`src/rtl/inst_fetch_pkg.sv`:
```
// Shared fetch-stage definitions: bus widths, reset/chip-enable levels,
// reset vector and the fetch FSM state type.
package inst_fetch_pkg;

    localparam int          INST_ADDR_BUS = 32;
    localparam int          INST_BUS      = 32;
    localparam logic        RST_ENABLE    = 1'b1;
    localparam logic        CHIP_ENABLE   = 1'b1;
    localparam logic        CHIP_DISABLE  = 1'b0;
    localparam logic [31:0] ZERO_WORD     = 32'h0000_0000;
    localparam logic [INST_ADDR_BUS-1:0] RESET_VECTOR = 32'h0000_0000;

    typedef enum logic {
        ST_WAIT  = 1'b0,
        ST_FETCH = 1'b1
    } fetch_state_t;

    // Loaded PCs are always word aligned; the low two bits are dropped.
    function automatic logic [INST_ADDR_BUS-1:0] align_pc(input logic [INST_ADDR_BUS-1:0] a);
        return a & ~32'h0000_0003;
    endfunction

endpackage

```
`src/rtl/inst_fetch_if_id.sv`:
```
// IF/ID pipeline register: holds the instruction handed to decode along
// with its PC and a valid bit, and applies flush / hold / bubble rules.
import inst_fetch_pkg::*;

module if_id (
    input  logic                     clk,
    input  logic                     rst,
    input  logic                     fetch_en,
    input  logic                     flush,
    input  logic                     stall_if,
    input  logic                     stall_id,
    input  logic [INST_ADDR_BUS-1:0] if_pc,
    input  logic [INST_BUS-1:0]      if_inst,
    output logic [INST_ADDR_BUS-1:0] id_pc,
    output logic [INST_BUS-1:0]      id_inst,
    output logic                     id_valid
);

    // Flush beats everything; any stall_id holds; stall_if alone injects a bubble.
    always_ff @(posedge clk) begin
        if (rst == RST_ENABLE || !fetch_en || flush) begin
            id_pc    <= ZERO_WORD;
            id_inst  <= ZERO_WORD;
            id_valid <= 1'b0;
        end else if (stall_id) begin
            id_pc    <= id_pc;
            id_inst  <= id_inst;
            id_valid <= id_valid;
        end else if (stall_if) begin
            id_pc    <= ZERO_WORD;
            id_inst  <= ZERO_WORD;
            id_valid <= 1'b0;
        end else begin
            id_pc    <= if_pc;
            id_inst  <= if_inst;
            id_valid <= 1'b1;
        end
    end

endmodule

```
`src/rtl/inst_fetch.sv`:
```
// Instruction fetch stage: WAIT/FETCH state, PC register driving the ROM,
// and the IF/ID register presenting fetched words to decode.
import inst_fetch_pkg::*;

module inst_fetch (
    input  logic                     clk,
    input  logic                     rst,
    input  logic                     stall_if,
    input  logic                     stall_id,
    input  logic                     flush,
    input  logic [INST_ADDR_BUS-1:0] new_pc,
    input  logic                     branch_flag_i,
    input  logic [INST_ADDR_BUS-1:0] branch_target_address_i,
    input  logic [INST_BUS-1:0]      inst_i,
    output logic                     rom_ce_o,
    output logic [INST_ADDR_BUS-1:0] pc_o,
    output logic [INST_ADDR_BUS-1:0] id_pc_o,
    output logic [INST_BUS-1:0]      id_inst_o,
    output logic                     id_valid_o
);

    fetch_state_t state;

    // State, chip enable and PC are all registered so the ROM address has
    // no combinational path from any input.
    always_ff @(posedge clk) begin
        if (rst == RST_ENABLE) begin
            state    <= ST_WAIT;
            rom_ce_o <= CHIP_DISABLE;
            pc_o     <= RESET_VECTOR;
        end else begin
            case (state)
                ST_WAIT: begin
                    state    <= ST_FETCH;
                    rom_ce_o <= CHIP_ENABLE;
                    pc_o     <= RESET_VECTOR;
                end
                default: begin
                    state    <= ST_FETCH;
                    rom_ce_o <= CHIP_ENABLE;
                    if (flush)
                        pc_o <= align_pc(new_pc);
                    else if (stall_if || stall_id)
                        pc_o <= pc_o;
                    else if (branch_flag_i)
                        pc_o <= align_pc(branch_target_address_i);
                    else
                        pc_o <= pc_o + 32'd4;
                end
            endcase
        end
    end

    if_id u_if_id (
        .clk      (clk),
        .rst      (rst),
        .fetch_en (state == ST_FETCH),
        .flush    (flush),
        .stall_if (stall_if),
        .stall_id (stall_id),
        .if_pc    (pc_o),
        .if_inst  (inst_i),
        .id_pc    (id_pc_o),
        .id_inst  (id_inst_o),
        .id_valid (id_valid_o)
    );

endmodule
```
`config.mk`:
```
export PLATFORM = sky130hd
export DESIGN_NAME = inst_fetch
export DESIGN_NICKNAME = d
export VERILOG_FILES = /design/src/rtl/inst_fetch_pkg.sv /design/src/rtl/inst_fetch_if_id.sv /design/src/rtl/inst_fetch.sv
export SDC_FILE = /design/constraint.sdc
export NUM_CORES = 1
export LEC_CHECK = 0
export CORE_ASPECT_RATIO = 0.9
export CORE_MARGIN = 1
export CORE_UTILIZATION = 45
export CTS_CLUSTER_DIAMETER = 60
export CTS_CLUSTER_SIZE = 20
export DETAILED_ROUTE_END_ITERATION = 8
export GPL_TIMING_DRIVEN = 0
export PLACE_DENSITY = 0.95
export SYNTH_ARGS = -nofsm -noshare
export SYNTH_HDL_FRONTEND = slang
export SYNTH_HIERARCHICAL = 1
export SYNTH_SLANG_ARGS = --single-unit
```
`constraint.sdc`:
```
create_clock -name clk -period 3.1 [get_ports clk]
set_clock_uncertainty 0.2 [all_clocks]
set_input_delay 0.62 -clock clk [delete_from_list [all_inputs] [get_ports clk]]
set_output_delay 0.62 -clock clk [all_outputs]
set_load 0.05 [all_outputs]
```
=== Yosys cells after proc, flatten, opt, wreduce, memory -nomap -nowiden ===
Cells that the tools add are included.

* Register bits after elaboration: 98

* Add/sub/neg operators: 1
* Eq/ne operators: 1
* Muxes and demuxes: 7
* Bitwise gates (word level): 1
* Reduce and logical (&&, ||, !) cells: 6

{| class="wikitable"
|+ Operators with widths
! operator !! count
|-
| two-way mux 32 bit || 5
|-
| adder 32 x 3 -> 32 bit (second input constant) || 1
|-
| logical OR 1 bit || 3
|-
| OR reduction 3 bit || 1
|-
| two-way mux 1 bit || 2
|-
| != test 2 bit (second input constant) || 1
|-
| OR reduction 2 bit || 1
|-
| zero test 1 bit || 1
|-
| inverter 1 bit || 1
|}

=== Logic depth before layout (Yosys ltp) ===
* Depth in word-level cells: 4
* Mapped depth: 7

=== Modules after synthesis ===
Netlist, hierarchy kept.

{| class="wikitable"
|+ Modules (own cells, without submodules)
! module !! times used !! cells an instance !! area each (um2) !! seq. area each (um2)
|-
| if_id || 1 || 289 || 2,650.0 || 1,301.2
|-
| inst_fetch || 1 || 315 || 2,309.7 || 660.6
|}

=== Least setup slack after synthesis ===
No wires, ideal clock.

* Path kind: flip-flop to flip-flop
* Start: register pc_o[2]
* End: register pc_o[28]
* Library setup time: 69 ps
* Arrival: 2,169 ps
* Slack: 662 ps
* Stages on the path, launching flop included: 7
* Path buffers: 0
* Clock period less this slack: 2,438 ps
* Cell sequence: dfxtp_1 -> ha_1 -> nand3_1 -> nor4_4 -> nand4_1 -> mux2_1 -> o21ai_1

* Word-level cells in the longest chain between the ends: 4

{| class="wikitable"
|+ Ends and longest elaborated chain
! what !! line !! text
|-
| from (decl) || inst_fetch.sv:16 || <nowiki>output logic [INST_ADDR_BUS-1:0] pc_o,</nowiki>
|-
| from (signal assigned) || inst_fetch.sv:42 || <nowiki>pc_o <= align_pc(new_pc);</nowiki>
|-
| from (signal assigned) || inst_fetch.sv:44 || <nowiki>pc_o <= pc_o;</nowiki>
|-
| from (signal assigned) || inst_fetch.sv:46 || <nowiki>pc_o <= align_pc(branch_target_address_i);</nowiki>
|-
| adder 32 x 3 -> 32 bit || inst_fetch.sv:48 || <nowiki>pc_o <= pc_o + 32'd4;</nowiki>
|-
| two-way mux 32 bit || inst_fetch.sv:45 || <nowiki>else if (branch_flag_i)</nowiki>
|-
| two-way mux 32 bit || inst_fetch.sv:43 || <nowiki>else if (stall_if || stall_id)</nowiki>
|-
| two-way mux 32 bit || inst_fetch.sv:41 || <nowiki>if (flush)</nowiki>
|}

Every way passes these cells. The select of a mux whose other input is x is not followed.
A chain may end at the register's enable or synchronous reset.

=== Final worst setup path ===
* Start: input stall_id
* End: register pc_o[13]

* Word-level cells in the longest chain between the ends: 2

{| class="wikitable"
|+ Ends and longest elaborated chain
! what !! line !! text
|-
| from (decl) || inst_fetch.sv:9 || <nowiki>input logic stall_id,</nowiki>
|-
| logical OR 1 bit || inst_fetch.sv:43 ||
|-
| != test 2 bit (no source line) || n/a ||
|}

Every way passes these cells.

==> run_results.csv <==
group,metric,value,unit
synth,synth_fp_nets,707,
sta,drv_slew,0,
clocking,cts.hold.buffers_added,0,
grt,antenna_found_initial,0,
critical_path,critPathSlowestCell,"nor3b_1",
synth,ys_seq_area_share,39.6,%
grt,grt_max_degree,19,
critical_path,r2r_slack,0.61,ns
synth,netlist_instances,604,
die,io_pins,200,
placement,placedInstanceArea,7060,µm²
routing,num_vias,5534,
cells_and_area,n_fill_cell,838,
synth,yosys.area.top_type,"dfxtp_1",
clocking,cts_buffers,9,
power_and_ir_drop,ir_drop,0.000276,V
sta,setup_tns,0,ns
grt,grt_first_pass_wirelength,27.4,mm
min_path,hold_path_startpoint,"u_if_id/id_inst[19]$_SDFFE_PP0N_",
sta,finalCritPeriodShare,98.8,%
synth,synthFlopType,"dfxtp_1",
clocking,clockRootBuffer,"clkbuf_16",
cells_and_area,diodes,0,
critical_path,startpoint,"stall_id",
synth,synth-edff-count,0,
die,initial_core_util,47.4,%
sta,max_clock_freq,0.326,GHz
critical_path,crit_chain,"clkdlybuf4s50_1, nor3b_1, a221oi_1, a221oi_1",
sta,slew_headroom,14.7,%
critical_path,cp.depth,4,
clocking,clk_latency,0.34,ns
critical_path,cp_num_buf_inv,1,
min_path,holdPathStages,2,
critical_path,reg2reg_from,"pc_o[2]$_SDFFE_PP0P_",
power_and_ir_drop,cellLeakagePower,2.50,nW
sta,worst_slew_pin_slew,1.28,ns
critical_path,crit_path_frequent_cell,"a221oi_1",
critical_path,worstPathArrival,3.09,ns
synth,yosys_register_bits,98,
synth,synth-warning-count,6,
critical_path,critPathKind,"in -> reg",
synth,syn-mean-instance-area,8.21,µm²
flow_run,maxCapViolations,0,
sta,rsz0062_at_grt,"no",
die,fp-row-count,35,
synth,synth_common_cells,"dfxtp_1, a21oi_1, nand2_1, or3b_1, nor2_1",
placement,port_buffers,194,
placement,dp_hpwl,13.0,mm
critical_path,critPathMaxFanout,8,
critical_path,cp-start-kind,"input pin",
routing,routedWlPerCell,18.8,µm
clocking,cts_max_level,3,
routing,antenna_left,0,
critical_path,crit_required,3.13,ns
critical_path,cp_top_family,"simple AND/OR/NAND/NOR gates",
routing,drt-total-wl,17.7,mm
sta,final.min_clock_period,3.06,ns
cells_and_area,drive_gt1_share,6.63,%
synth,synth_cell_types,51,
routing,first_pass_iters,5,
placement,routabilityCongestion,0.966,
synth,syn_area,4960,µm²
synth,synth_top_area_share,39.6,%
routing,drc,0,
clocking,cts_sinks,98,
routing,drt-initial-drc-count,584,
placement,place_ws,-0.167,ns
die,fp.dieW,113,µm
synth,synthTopCellsByArea,"dfxtp_1, or3b_1, a21oi_1",
sta,hold_viol_final,0,
clocking,clock_path_buffers,2,
status,outcome,"completed",
synth,synth_most_common_cell,"dfxtp_1",
sta,setup_viol,0,
cells_and_area,final_design_area_no_fill,7400,µm²
synth,async_flop_share,0,%
clocking,cts_setup_buffers,0,
critical_path,end_kind,"flop",
clocking,path_clk_slew,0.07,ns
sta,fin_ws,0.0371,ns
routing,vias_per_cell,5.87,
die,fp.dieH,102,µm
grt,gr-total-overflow,0,
clocking,cts_tree,"built",
critical_path,r2r_cells,6,
critical_path,slowest_delay,1.13,ns
grt,grt_pass1_vias,5233,
cells_and_area,syn2layout_area_growth,49.2,%
die,core_area,10500,µm²
grt,gr-usage-all-layers,30.7,%
min_path,min_path_type,"reg -> reg",
cells_and_area,nets,912,
die,die_area,11400,µm²
power_and_ir_drop,power_density,414,nW/µm²
==> placed cells by master, fill, tap and decap left out, drive strengths merged, types with 4 or more instances in the layout <==
master	n
nand2	89
inv	16
a21oi	98
nor3	10
or3	5
a211oi	5
o22ai	12
xor2	8
and3	4
dfxtp	98
nand4	9
mux2i	9
nor4	5
nand2b	4
or3b	65
nand3	19
nor2	36
o21ai	9
buf	24
xnor2	8
clkbuf	35
clkdlybuf4s50	194
a22oi	11
a221oi	5
==> power by group <==
part / internal, mW / switching [mW] / total, mW
Clock: 0.724 / 0.532 / 1.26
Combinational: 0.227 / 0.262 / 0.488
Sequential: 1.28 / 0.0389 / 1.32
Total: 2.23 / 0.832 / 3.06
==> metal layers <==
metal  vias to the layer above  global-route usage [%]  wire, µm
li1                       2560                       -         -
met1                      2538                    39.1      7180
met2                       382                    50.1      8120
met3                        54                    7.90      1890
met4                         0                    11.7       506
met5                         -                       0         0
==> state kept, by name, indices dropped and copies added, names as in the netlist <==
| signal | count |
|---|---|
| u_if_id/id_pc | 32 |
| u_if_id/id_valid | 1 |
| pc_o | 32 |
| u_if_id/id_inst | 32 |
| state | 1 |
==> worst min-delay path, delay by kind of cell, from the launching register on <==
kind / cells / cell delay (ns)
AOI/OAI and AO/OA: 1 / 0.05
DFF: 1 / 0.31
and+or+nand+nor: 1 / 0.06
==> per-stage QoR <==
stage	hold WS [ns]	util, %	power [mW]	instances
after detailed placement	0.251	67.5	1.82	927
after global placement	0.239	67.5	1.82	927
final	0.260	70.7	3.06	943
after CTS	0.262	70.7	3.05	943
after global routing	0.272	70.7	3.15	943
after floorplan	0.467	-	1.58	604
==> path summary, 6_finish.rpt <==
check | endpoint
setup / recovery | pc_o[13]$_SDFFE_PP0P_
hold / removal | u_if_id/id_inst[19]$_SDFFE_PP0N_
setup reg to reg | pc_o[28]$_SDFFE_PP0P_
hold reg to reg | u_if_id/id_inst[19]$_SDFFE_PP0N_
==> cells by family after synthesis <==
family | count (synthesis) | share of synthesized area (%)
AO/OA/AOI/OAI | 158 | 18.6
XOR/XNOR | 16 | 2.83
adder cells (fa/ha/maj) | 1 | 0.252
buffers and inverters | 64 | 6.79
flip-flops | 98 | 39.6
multiplexers | 10 | 2.04
AND/OR/NAND/NOR | 257 | 29.9
==> area by class of cell <==
type                       count  area (µm²)  area share, %
tap                          129         161           2.18
sequential                    98        1960           26.5
multi-input combinational    442        2660           36.0
timing repair buffer         194        1940           26.2
clock inverter                 7         111           1.50
inverter                      14        52.6          0.710
clock buffer                   9         225           3.04
buffer                        50         287           3.87
==> what timing repair did <==
action / in CTS / in global routing
setup endpoints to repair: 0 / 8
endpoints found under the hold margin: 0 / 0
resized for setup: 0 / 4
No activity file was read; power rests on OpenSTA's default activity.
